File: config.mk
export PLATFORM = sky130hd
export DESIGN_NAME = seq_product_divider
export DESIGN_NICKNAME = d
export VERILOG_FILES = /design/src/rtl/seq_product_divider.sv
export SDC_FILE = /design/constraint.sdc
export NUM_CORES = 1
export LEC_CHECK = 0
export ABC_AREA = 1
export BUFFER_PORTS_ARGS = -buffer_cell sky130_fd_sc_hd__buf_2
export CAP_MARGIN = 40
export CORE_AREA = 2 2 46 56
export CTS_CLUSTER_SIZE = 30
export DETAILED_ROUTE_END_ITERATION = 10
export DIE_AREA = 0 0 48 58
export PLACE_DENSITY = 0.7
export SLEW_MARGIN = 20
export SYNTH_ARGS = -nofsm -noshare
export SYNTH_HDL_FRONTEND = slang
export SYNTH_SLANG_ARGS = --single-unit
File: constraint.sdc
create_clock -name clk -period 1.4 [get_ports clk]
set_clock_uncertainty 0.1 [all_clocks]
set_input_delay 0.28 -clock clk [delete_from_list [all_inputs] [get_ports clk]]
set_output_delay 0.28 -clock clk [all_outputs]
set_load 0.05 [all_outputs]
File: src/rtl/seq_product_divider.sv
// Multi-cycle restoring divider: recovers Q = P / B and R = P % B, one quotient bit per clock.
// Define DIVIDER_SELFCHECK_EN to add the chk_err output (Q*B + R re-multiplied against P).
module seq_product_divider #(
    parameter int WIDTH = 2
) (
    input  logic                 clk,
    input  logic                 rst_n,
    input  logic                 start,
    input  logic [2*WIDTH-1:0]   P,
    input  logic [WIDTH-1:0]     B,
    output logic                 busy,
    output logic                 done,
    output logic [2*WIDTH-1:0]   Q,
    output logic [WIDTH-1:0]     R,
    output logic                 div_by_zero
`ifdef DIVIDER_SELFCHECK_EN
    ,
    output logic                 chk_err
`endif
);

    localparam int DW = 2 * WIDTH;
    localparam int CW = (DW > 1) ? $clog2(DW) : 1;
    localparam logic [CW-1:0] LAST_CNT = CW'(DW - 1);

    typedef enum logic [1:0] {
        S_IDLE = 2'd0,
        S_CALC = 2'd1,
        S_DONE = 2'd2
    } state_t;

    state_t              r_state;
    logic [DW-1:0]       r_dvd;     // dividend bits shift out the top, quotient bits shift in the bottom
    logic [WIDTH-1:0]    r_pr;      // after a restore the remainder is < B, so WIDTH bits suffice
    logic [WIDTH-1:0]    r_b;
    logic [CW-1:0]       r_cnt;

    logic [WIDTH:0]      w_pr_shift;
    logic                w_ge;
    logic [WIDTH:0]      w_pr_next;
    logic [DW-1:0]       w_q_final;

    // One restoring step: shift in the next dividend bit, subtract B when it fits.
    always_comb begin
        w_pr_shift = {r_pr, r_dvd[DW-1]};
        w_ge       = (w_pr_shift >= {1'b0, r_b});
        if (w_ge) begin
            w_pr_next = w_pr_shift - {1'b0, r_b};
        end else begin
            w_pr_next = w_pr_shift;
        end
        w_q_final  = {r_dvd[DW-2:0], w_ge};
    end

`ifdef DIVIDER_SELFCHECK_EN
    localparam int PW = 3 * WIDTH;
    logic [DW-1:0]       r_p;
    logic [PW-1:0]       w_recon;
    logic                w_mis;

    // Reconstruct the dividend from the final quotient/remainder of this step.
    always_comb begin
        w_recon = PW'(w_q_final) * PW'(r_b) + PW'(w_pr_next[WIDTH-1:0]);
        w_mis   = (w_recon != PW'(r_p));
    end
`endif

    // Control FSM, datapath registers and registered outputs.
    always_ff @(posedge clk) begin
        if (!rst_n) begin
            r_state     <= S_IDLE;
            r_dvd       <= {DW{1'b0}};
            r_pr        <= {WIDTH{1'b0}};
            r_b         <= {WIDTH{1'b0}};
            r_cnt       <= {CW{1'b0}};
            busy        <= 1'b0;
            done        <= 1'b0;
            Q           <= {DW{1'b0}};
            R           <= {WIDTH{1'b0}};
            div_by_zero <= 1'b0;
`ifdef DIVIDER_SELFCHECK_EN
            r_p         <= {DW{1'b0}};
            chk_err     <= 1'b0;
`endif
        end else begin
            case (r_state)
                S_IDLE: begin
                    done <= 1'b0;
                    if (start) begin
                        busy <= 1'b1;
`ifdef DIVIDER_SELFCHECK_EN
                        chk_err <= 1'b0;
                        r_p     <= P;
`endif
                        if (B != {WIDTH{1'b0}}) begin
                            r_dvd   <= P;
                            r_b     <= B;
                            r_pr    <= {WIDTH{1'b0}};
                            r_cnt   <= {CW{1'b0}};
                            r_state <= S_CALC;
                        end else begin
                            Q           <= {DW{1'b1}};
                            R           <= {WIDTH{1'b0}};
                            div_by_zero <= 1'b1;
                            done        <= 1'b1;
                            r_state     <= S_DONE;
                        end
                    end else begin
                        r_state <= S_IDLE;
                    end
                end
                S_CALC: begin
                    r_pr  <= w_pr_next[WIDTH-1:0];
                    r_dvd <= w_q_final;
                    r_cnt <= r_cnt + CW'(1);
                    if (r_cnt == LAST_CNT) begin
                        Q           <= w_q_final;
                        R           <= w_pr_next[WIDTH-1:0];
                        div_by_zero <= 1'b0;
                        done        <= 1'b1;
                        r_state     <= S_DONE;
`ifdef DIVIDER_SELFCHECK_EN
                        chk_err     <= w_mis;
`endif
                    end else begin
                        r_state <= S_CALC;
                    end
                end
                S_DONE: begin
                    done    <= 1'b0;
                    busy    <= 1'b0;
                    r_state <= S_IDLE;
                end
                default: begin
                    done    <= 1'b0;
                    busy    <= 1'b0;
                    r_state <= S_IDLE;
                end
            endcase
        end
    end

endmodule

Yosys cells after proc, flatten, opt, wreduce, memory -nomap -nowiden

Cells that the tools add are included.

Input bits: 9
Logic and storage cells: 57
Bits in registers: 21
Output and inout port bits: 9

Bitwise operators: 1
Multiplexer cells: 30
$add $sub $neg: 2
Reduce and logical (&&, ||, !) cells: 7
Magnitude comparators: 1
Equal/unequal tests: 6

Operators by type and width:

| kind                | count |
|---|---|
| $mux 4              | 5 |
| $mux 2              | 9 |
| $pmux 2 s2          | 4 |
| $pmux 4 s2          | 2 |
| $ne 2x2->1 const B  | 4 |
| $mux 1              | 7 |
| $pmux 1 s2          | 3 |
| $reduce_and 3->1    | 2 |
| $reduce_and 4->1    | 1 |
| $reduce_bool 2->1   | 2 |
| $ge 3x2->1          | 1 |
| $add 2x1->2 const B | 1 |
| $eq 2x1->1 const B  | 1 |
| $eq 2x2->1 const B  | 1 |
| $logic_not 2->1     | 1 |
| $reduce_and 2->1    | 1 |
| $sub 2x2->2         | 1 |
| $not 1->1           | 1 |

Logic depth before layout (Yosys ltp)

Word-level depth: 4
Depth in mapped cells: 10
Depth with buffers taken out: 10

Least setup slack after synthesis

No wires, ideal clock.

Path kind: reg-to-reg
Start point: register r_dvd[3]
End point: register r_pr[1]
Stages on the path, launching flop included: 11
Data required time: 1.191 ns
Buffers on the path: 0
Path slack: 0.054 ns
Data arrival time: 1.137 ns
Cells stage by stage: dfxtp_1 -> inv_1 -> ha_1 -> inv_1 -> nand2_1 -> nand2_1 -> nand2_1 -> nand3_1 -> nand3_1 -> nand2_1 -> inv_1

Word-level cells in the longest chain between the ends: 3
Elaborated cells between the ends (all ways): 4
Classes of those cells: add/sub: 1; order compare: 1; mux: 2

Ends and longest elaborated chain:

| what                                      | line   | text |
|---|---|---|
| from (decl)                               | 33     | `logic [DW-1:0] r_dvd;` |
| from (signal assigned)                    | 72     | `r_dvd <= {DW{1'b0}};` |
| from (signal assigned)                    | 114    | `r_dvd <= w_q_final;` |
| $ge 3x2->1 or $sub 2x2->2 (tied branches) | 46, 48 |  |
| $mux 2 *                                  | 47     | `if (w_ge) begin` |
| $pmux 2 s2 *                              | 86     | `case (r_state)` |
| to (signal assigned)                      | 73     | `r_pr <= {WIDTH{1'b0}};` |
| to (signal assigned)                      | 98     | `r_pr <= {WIDTH{1'b0}};` |
| to (signal assigned)                      | 113    | `r_pr <= w_pr_next[WIDTH-1:0];` |
| to (decl)                                 | 34     | `logic [WIDTH-1:0] r_pr;` |

Mark *: on every way between the ends. The rest lies on a longest branch, timed or not.
A chain may end at the register's enable or synchronous reset.

Worst setup path in the final report

Start point: register r_b[0]
End point: register R[0]

Word-level cells in the longest chain between the ends: 4
Elaborated cells between the ends (all ways): 5
Classes of those cells: add/sub: 1; order compare: 1; mux: 3

Ends and longest elaborated chain:

| what                                      | line   | text |
|---|---|---|
| from (decl)                               | 35     | `logic [WIDTH-1:0] r_b;` |
| from (signal assigned)                    | 74     | `r_b <= {WIDTH{1'b0}};` |
| $ge 3x2->1 or $sub 2x2->2 (tied branches) | 46, 48 |  |
| $mux 2 *                                  | 47     |  |
| $mux 2 *                                  | 116    | `if (r_cnt == LAST_CNT) begin` |
| $pmux 2 s2 *                              | 86     |  |
| to (signal assigned)                      | 79     | `R <= {WIDTH{1'b0}};` |
| to (signal assigned)                      | 103    | `R <= {WIDTH{1'b0}};` |
| to (signal assigned)                      | 118    | `R <= w_pr_next[WIDTH-1:0];` |
| to (decl)                                 | 14     | `output logic [WIDTH-1:0] R,` |

Mark *: on every way between the ends. The rest lies on a longest branch, timed or not. The select of a mux whose other input is x is not followed.

==> results by group <==
Drt
  • DR iter-0 viols: 31
  • # DRC: 0
  • Met3 wire len: 57 um
  • DR top layer: met4
  • Wire length on met2: approximately 1.2 mm
  • Drt wl/cell: 10.88 um
  • M1 WL: 946 um
  • DR pass1 iterations: 4
  • Vias per std cell: 4.854
  • Drt total wl: 2.242 mm
  • Post-DRT Antenna Nets: 0
  • Via count: 1000

Worst setup path
  • CP startpoint kind: register
  • Critical R2R Launch: r_b[0]
  • Setup crit end kind: register
  • Worst-path fanout max: 4
  • Critical path class: register to register
  • Reg2Reg Depth: 9
  • Reg2reg end: R[0]
  • Worst setup path startpoint: r_b[0]
  • Flop2flop setup slack: about 58 ps
  • CP Capture Point: R[0]
  • Crit path required time: roughly 1500 ps
  • Critical Path AT: 1470 ps

Logic synthesis
  • Post-synth top area share: 41.13%
  • Yosys top cell by area: dfxtp_1
  • Most common cell in the netlist: nand2_1
  • Ranking of synthesized cells by area: dfxtp_1 (41%), nand2_1 (12%), inv_1 (9.5%)
  • Synth warnings: 0
  • Synth Cell Area: 1022 um^2
  • Ys async rst share: 0%
  • Syn_nets: 158
  • Top cells by count, synth: nand2_1 (34), inv_1 (26), dfxtp_1 (21)
  • Cell variety after synth: 23
  • Avg Inst Size Synth: 7.002 um^2
  • Synth Register Bits: 21
  • Post-synth EDFFs: 0
  • Synthesized instance count: ~150
  • Sequential share of the synthesized area: 41.13%
  • Synth Flop Type: dfxtp_1

Final layout
  • Area delta synth->final: 24.85%
  • Finished Cell Area: around 1300 um^2
  • Share of cells above drive strength 1: 30.29%
  • Antenna cells: 0
  • Nets@finish: 188

Power
  • Leakage dissipation: 0.6915 nW
  • Overall power: 1.320 mW
  • PD cells: 1034 nW/um^2
  • Peak supply drop: 0.0005219 V

STA
  • Tmin final: 1342 ps
  • Max_slew headroom: 79.82%
  • Worst Max-Slew Pin Slew: 302.4 ps
  • RSZ-0062 raised after global routing: yes
  • Final Hold Viols: 0
  • # setup viols final: 0
  • Period utilization: 95.87%
  • Fmax achieved: approximately 750 MHz
  • WHS: 110.0 ps
  • Slew Limit Fails: 0
  • Final setup TNS: 0 ps
  • Setup WS post-layout: ~58 ps

Floorplanning
  • Rows: 19
  • Die area: 2784 um^2
  • I/O pin count: 18
  • Core Area: 2258 um^2
  • Initial Util: 45.26%
  • Chip width: 48 um
  • Die Ht: 58 um

Place
  • DP Worst Slack: -85.12 ps
  • HPWL after DPL: 1.718 mm
  • # port buffers: 17
  • Placer Congestion: 0.9030
  • Post-place instance area: roughly 1200 um^2

Global routing
  • Antenna violations before repair: 0
  • Grt ovf: 0
  • Total track usage: between 10% and 20%
  • Global-route wire length before repair: 3.781 mm
  • Vias in the first global route: ~980
  • Largest net degree at the start of global routing: 13

Clock network
  • Worst-path clk slew: around 120 ps
  • TritonCTS clock tree: yes
  • Clock Sinks: 21
  • Clock buffer depth: 2
  • CTS HTree Levels: 1
  • Clk root buf: clkbuf_4
  • Clk Latency, worst-skew pair: 310 ps
  • Number of CTS-inserted buffers: 3
  • Hold-fix buffers at CTS: 0

Flow run
  • Max-cap violations: 0

Outcome
  • Run status: complete, no violations

Worst hold path
  • HP Class: input pin to register
[stage by stage]
| step | instances | utilization [%] |
|---|---|---|
| CTS | 206 | 54.90 |
| floorplan | 146 | - |
| detailed placement | 201 | 52.63 |
| global route | 206 | 56.51 |
| finish | 206 | 56.51 |
| global placement | 201 | 52.63 |
[cell families after synthesis]
group	synth area share (%)
flops	41.13
simple gates	27.54
xor+xnor	0.8569
fa+ha+maj	3.672
buf+inv	14.20
compound gates	12.61
[worst min path at each step]
stage / startpoint / end / cells after the start
floorplan: B[0] / r_b[0] / 2
global placement: Q[3] / Q[3] / 2
detailed placement: Q[1] / Q[1] / 2
CTS: B[1] / r_b[1] / 3
global route: B[1] / r_b[1] / 3
finish: B[1] / r_b[1] / 3
[flip-flops by register name, indices dropped and copies added, names as in the netlist]
signal and count:
r_dvd 4, r_b 2, r_pr 2, r_state 2, Q 4, busy 1, R 2, r_cnt 2
done 1, div_by_zero 1
[routing by layer]
layer	vias up	track usage (%)
met2	17	32.00
met4	0	13.13
li1	519	-
met1	456	20.00
met3	8	3.738
met5	-	0
[area by class of cell]
class	instances	area [um^2]
multi-input combinational	93	499.2
inverter	28	105.1
clock buffer	3	22.52
sequential	21	426.7
fill	229	982.2
tap	31	38.79
timing repair buffer	29	178.9
clock inverter	1	5.005
[what timing repair did]
item,4_1_cts,5_1_grt
resized for setup,6,12
setup endpoints to repair,5,12
pin swaps,2,2
buffers inserted,1,0
[worst max-delay path, stage by stage, from the launching register on]
cell     delay, ps
dfxtp_2        360
ha_4           230
inv_2           50
nand2_1         60
nand2_2        110
nand2_2         80
nand3_2         90
nand3_1         80
nand2_1         70
inv_1           30
[cells in the final DEF, fill, tap and decap left out, drive strengths merged]
cell type	count
dfxtp	21
o21a	1
nor2	15
nor3	1
o21bai	2
buf	29
clkinv	1
clkbuf	3
ha	3
a31oi	1
nand4	2
xnor2	1
nand3	12
nand2	36
inv	28
o211ai	2
o21ai	9
a21oi	8
[power breakdown]
group          switching, mW  total, mW  internal, mW
sequential            0.0263      0.671         0.645
combinational          0.222      0.350         0.128
clock                  0.193      0.299         0.107
total                  0.440       1.32         0.879
Power figures use the tool's default switching activity.
